### src/rtl/midi_note_tracker.sv
// MIDI byte-stream parser with a last-note-priority stack of held keys for one channel.
// Drives monophonic note, velocity and gate; note_changed pulses when any of them changes.
//
// state | meaning
// IDLE  | no running status, data bytes ignored
// D1    | running status valid, awaiting first data byte
// D2    | first data byte stored, awaiting second data byte
module midi_note_tracker #(
  parameter int MIDI_NOTES   = 128,
  parameter int STACK_DEPTH  = 8,
  parameter int MIDI_CHANNEL = 0,
  parameter int OMNI         = 0,
  localparam int NW          = $clog2(MIDI_NOTES)
) (
  input  logic          clk,
  input  logic          rst,
  input  logic [7:0]    rx_byte,
  input  logic          rx_valid,
  output logic [NW-1:0] note,
  output logic [6:0]    velocity,
  output logic          gate,
  output logic          note_changed
);

  localparam logic [3:0] CHAN = 4'(MIDI_CHANNEL);

  typedef enum logic [1:0] {IDLE, D1, D2} state_t;

  state_t     state;
  logic [7:0] status;
  logic [6:0] d1;

  // Entry 0 is the most recent key; valid is a contiguous run of ones from bit 0.
  logic [NW-1:0]          stk_note [STACK_DEPTH];
  logic [6:0]             stk_vel  [STACK_DEPTH];
  logic [STACK_DEPTH-1:0] valid;

  logic [NW-1:0]          n_note [STACK_DEPTH];
  logic [6:0]             n_vel  [STACK_DEPTH];
  logic [STACK_DEPTH-1:0] n_valid;
  logic [STACK_DEPTH-1:0] hit, hit_le, hit_ge;

  logic          complete, chan_ok, note_ok, found;
  logic          ev_on, ev_off, ev_alloff;
  logic [NW-1:0] key;
  logic [6:0]    vel_in;
  logic [NW-1:0] nx_note;
  logic [6:0]    nx_vel;
  logic          nx_gate;

  assign key      = d1[NW-1:0];
  assign vel_in   = rx_byte[6:0];
  assign complete = rx_valid && !rx_byte[7] && (state == D2);
  assign chan_ok  = (OMNI != 0) || (status[3:0] == CHAN);
  assign note_ok  = ({25'd0, d1} < MIDI_NOTES);

  assign ev_on     = complete && chan_ok && note_ok && (status[7:4] == 4'h9) && (vel_in != 7'd0);
  assign ev_off    = complete && chan_ok && note_ok &&
                     ((status[7:4] == 4'h8) || ((status[7:4] == 4'h9) && (vel_in == 7'd0)));
  assign ev_alloff = complete && chan_ok && (status[7:4] == 4'hB) && (d1 == 7'h7B);

  always_comb begin
    for (int i = 0; i < STACK_DEPTH; i++) hit[i] = valid[i] && (stk_note[i] == key);
    hit_le = '0;
    hit_ge = '0;
    hit_le[0] = hit[0];
    for (int i = 1; i < STACK_DEPTH; i++) hit_le[i] = hit_le[i-1] | hit[i];
    hit_ge[STACK_DEPTH-1] = hit[STACK_DEPTH-1];
    for (int i = STACK_DEPTH-2; i >= 0; i--) hit_ge[i] = hit_ge[i+1] | hit[i];
    found = hit_le[STACK_DEPTH-1];

    n_note  = stk_note;
    n_vel   = stk_vel;
    n_valid = valid;
    if (ev_on) begin
      // Shift down everything above the old copy of the key (or all, if absent).
      for (int i = 1; i < STACK_DEPTH; i++) begin
        if (!found || hit_ge[i]) begin
          n_note[i] = stk_note[i-1];
          n_vel[i]  = stk_vel[i-1];
        end
      end
      n_note[0] = key;
      n_vel[0]  = vel_in;
      if (!found) n_valid = {valid[STACK_DEPTH-2:0], 1'b1};
    end else if (ev_off && found) begin
      for (int i = 0; i < STACK_DEPTH-1; i++) begin
        if (hit_le[i]) begin
          n_note[i] = stk_note[i+1];
          n_vel[i]  = stk_vel[i+1];
        end
      end
      n_valid = {1'b0, valid[STACK_DEPTH-1:1]};
    end else if (ev_alloff) begin
      n_valid = '0;
    end

    nx_gate = |n_valid;
    nx_note = nx_gate ? n_note[0] : note;
    nx_vel  = nx_gate ? n_vel[0]  : velocity;
  end

  always_ff @(posedge clk) begin
    if (rst) begin
      state        <= IDLE;
      status       <= '0;
      d1           <= '0;
      valid        <= '0;
      note         <= '0;
      velocity     <= '0;
      gate         <= 1'b0;
      note_changed <= 1'b0;
      for (int i = 0; i < STACK_DEPTH; i++) begin
        stk_note[i] <= '0;
        stk_vel[i]  <= '0;
      end
    end else begin
      if (rx_valid) begin
        if (rx_byte[7]) begin
          if (rx_byte < 8'hF0) begin
            status <= rx_byte;
            state  <= D1;
          end else if (rx_byte < 8'hF8) begin
            state <= IDLE;
          end
        end else begin
          case (state)
            D1: begin
              // Cn/Dn carry a single data byte: complete and drop, stay in D1.
              if (status[7:5] != 3'b110) begin
                d1    <= rx_byte[6:0];
                state <= D2;
              end
            end
            D2:      state <= D1;
            default: state <= IDLE;
          endcase
        end
      end
      stk_note     <= n_note;
      stk_vel      <= n_vel;
      valid        <= n_valid;
      note         <= nx_note;
      velocity     <= nx_vel;
      gate         <= nx_gate;
      note_changed <= {nx_note, nx_vel, nx_gate} != {note, velocity, gate};
    end
  end

endmodule

### config.mk
export PLATFORM = sky130hd
export DESIGN_NAME = midi_note_tracker
export DESIGN_NICKNAME = d
export VERILOG_FILES = /design/src/rtl/midi_note_tracker.sv
export SDC_FILE = /design/constraint.sdc
export NUM_CORES = 1
export LEC_CHECK = 0
export CAP_MARGIN = 20
export CORE_MARGIN = 8
export CORE_UTILIZATION = 62
export DETAILED_ROUTE_END_ITERATION = 8
export PLACE_DENSITY = 0.81
export SYNTH_ARGS = -nofsm -noshare
export SYNTH_HDL_FRONTEND = slang
export SYNTH_SLANG_ARGS = --single-unit
export TNS_END_PERCENT = 30
### constraint.sdc
create_clock -name clk -period 3.85 [get_ports clk]
set_input_delay 0.77 -clock clk [delete_from_list [all_inputs] [get_ports clk]]
set_output_delay 0.77 -clock clk [all_outputs]
set_load 0.05 [all_outputs]
==> flow_metrics.env <==
export IMPL_status="finished clean"
export IMPL_cp_end_kind="flop"
export IMPL_ys_types=58
export IMPL_multiInputGateArea_um2=4560
export IMPL_cellPowerDensity_nw_per_um2=372
export IMPL_synth_area_leaders="dfxtp_1 38%, mux2i_1 12%, nor2_1 6.9%"
export IMPL_post_drt_wl_per_cell_um=20.5
export IMPL_ys_flop_type="dfxtp_1"
export IMPL_ys_seq_area_frac=0.381
export IMPL_cts_sinks=153
export IMPL_io_buffers=26
export IMPL_drt_iter0_drc=639
export IMPL_seqCellArea_um2=3060
export IMPL_irDropWorstVdd_v=0.000383
export IMPL_dpl_worst_slack_ps=-201
export IMPL_tritoncts="yes"
export IMPL_grt_start_max_net_pins=74
export IMPL_fin_util=0.745
export IMPL_drc_errors=0
export IMPL_antenna_found_initial=0
export IMPL_synth_edf_count=0
export IMPL_min_period_ps=3670
export IMPL_fp_dieH_um=130
export IMPL_clk_pin_slew_worst_paths_ps=60
export IMPL_clockBufferDepth=2
export IMPL_initial_core_util=0.637
export IMPL_root_buffer="clkbuf_16"
export IMPL_fin_crit_sh=0.953
export IMPL_timing_fmax_mhz=272
export IMPL_gp_congestion=0.940
export IMPL_final_cell_mix="153 x dfxtp_1, 146 x nor2_1, 96 x mux2i_1"
export IMPL_crit_fanout=15
export IMPL_cts_htree_levels=4
export IMPL_core_um2=12600
export IMPL_postSynthAreaPerCell_um2=8.95
export IMPL_setup_ws_ps=179
export IMPL_finalPower_mw=3.50
export IMPL_netlist_instances=898
export IMPL_synth_area_um2=8040
export IMPL_cap_violations=0
export IMPL_fillers=922
export IMPL_io_pins=27
export IMPL_setup_violations=0
export IMPL_final_layout_size_suffix_gt1_frac=0.139
export IMPL_yosys_warnings=0
export IMPL_rows=41
export IMPL_tns_ps=0
export IMPL_cts_hold_buf=0
export IMPL_cts_made_buffers=17
export IMPL_fin_nets=956
export IMPL_drv_slew=0
export IMPL_routed_wl_um=23200
export IMPL_hp_class="reg -> reg"
export IMPL_skew_ps=6.03
export IMPL_hold_violations=0
export IMPL_p_leak_nw=3.83
export IMPL_area_growth_pct=17.0
export IMPL_startpoint_type="flop"
export IMPL_insertion_delay_ps=430
export IMPL_final_common_cell="dfxtp_1"
export IMPL_cp_arrival_ps=3980
export IMPL_syn_nets=909
export IMPL_place_hpwl_um=16600
export IMPL_grt_setup_unrepaired="false"
export IMPL_vias=7252
export IMPL_yosys_register_bits=153
export IMPL_dieWidth_um=130
export IMPL_post_cts_resized=0
export IMPL_dp_cells=1098
export IMPL_grt_pass1_wl_um=37200
export IMPL_grt_pass1_vias=7080
export IMPL_relSlewSlack=0.478
export IMPL_async_flop_share=0
export IMPL_tightest_slew_ps=783
export IMPL_vias_per_cell=6.42
export IMPL_netlist_top_cell_by_area="dfxtp_1"
export IMPL_netlist_area_leader_share=0.381
export IMPL_postLayoutCellArea_um2=9400
export IMPL_crit_required_ps=4160
export IMPL_setup_worst_path_class="reg -> reg"
export IMPL_place_area_um2=8770
export IMPL_die_area_um2=16900
export IMPL_hold_slack_ps=488
export IMPL_antenna_cells=0
export IMPL_grt_usage=0.283
export IMPL_antenna_left=0
export IMPL_dr_pass1_iters=7
export IMPL_postCtsSetupRepairBufs=0
export IMPL_globalRoute_totalOverflow=0
export IMPL_layout_cells_non_filler=1130
==> worst paths after layout <==
check            from     endpoint  slack [ps]  cells past startpoint
max reg2reg     d1[1]  velocity[4]         180                     10
min          state[1]     state[1]         490                      2
min reg2reg  state[1]     state[1]         490                      2
max             d1[1]  velocity[4]         180                     10
==> worst max-delay path, cell delays in order (launching register included) <==
cell     delay, ps
dfxtp_1        690
xor2_1         140
nor4_1         410
nand4_1        200
and4_1         370
nand2_8        190
mux2i_1        110
or4_4          580
nor4_4         280
buf_12         210
mux2_2         360
==> layer usage <==
metal,track usage,share of wire,up-vias
met3,0.0530,0.063,83
li1,-,-,3344
met4,0.167,0.048,0
met2,0.464,0.46,338
met1,0.341,0.42,3487
met5,0,0,-
==> state kept, by name, summed over array words and instances (netlist names) <==
signal and flops:
note_changed 1, stk_vel 56, state 2, note 7, status 8, velocity 7, stk_note 56, valid 8
d1 7, gate 1
==> synthesized netlist by cell type (3+ instances only) <==
cell / n
nor2_1: 147
or4_1: 4
o21ai_0: 22
nand2_1: 34
mux2i_1: 96
mux2_4: 9
nor2b_1: 12
a211oi_1: 35
a22o_1: 48
nor4_1: 15
buf_2: 10
nand4b_1: 3
a32o_1: 3
a221oi_1: 14
nand3_1: 8
a21oi_1: 18
and3_1: 4
o22ai_1: 9
xor2_1: 42
mux2_2: 11
and2_1: 4
a22oi_1: 19
a31oi_1: 10
nor3_1: 8
nand4_1: 11
xnor2_1: 21
clkbuf_1: 48
buf_4: 4
inv_1: 30
dfxtp_1: 153
a21o_1: 5
nor4b_1: 3
buf_6: 5
==> layout make-up <==
class,count,area share
clock buffer,22,0.0494
clock inverter,10,0.0176
inverter,30,0.0120
multi-input combinational,647,0.485
sequential,153,0.326
tap,172,0.0229
timing repair buffer,96,0.0873
==> power by group <==
group	total (mW)	leakage, nW	internal [mW]	switching (mW)
logic	0.118	2.30	0.0448	0.0733
clock network	1.78	0.297	1.12	0.663
registers	1.60	1.23	1.59	0.0107
total	3.50	3.83	2.76	0.747
==> kinds of logic after synthesis <==
family,share of synthesized area
xor+xnor,0.0687
mux,0.152
buf+inv,0.0539
simple gates,0.159
compound gates,0.185
flops,0.381
Note: power is estimated with default switching activity, not from simulation.
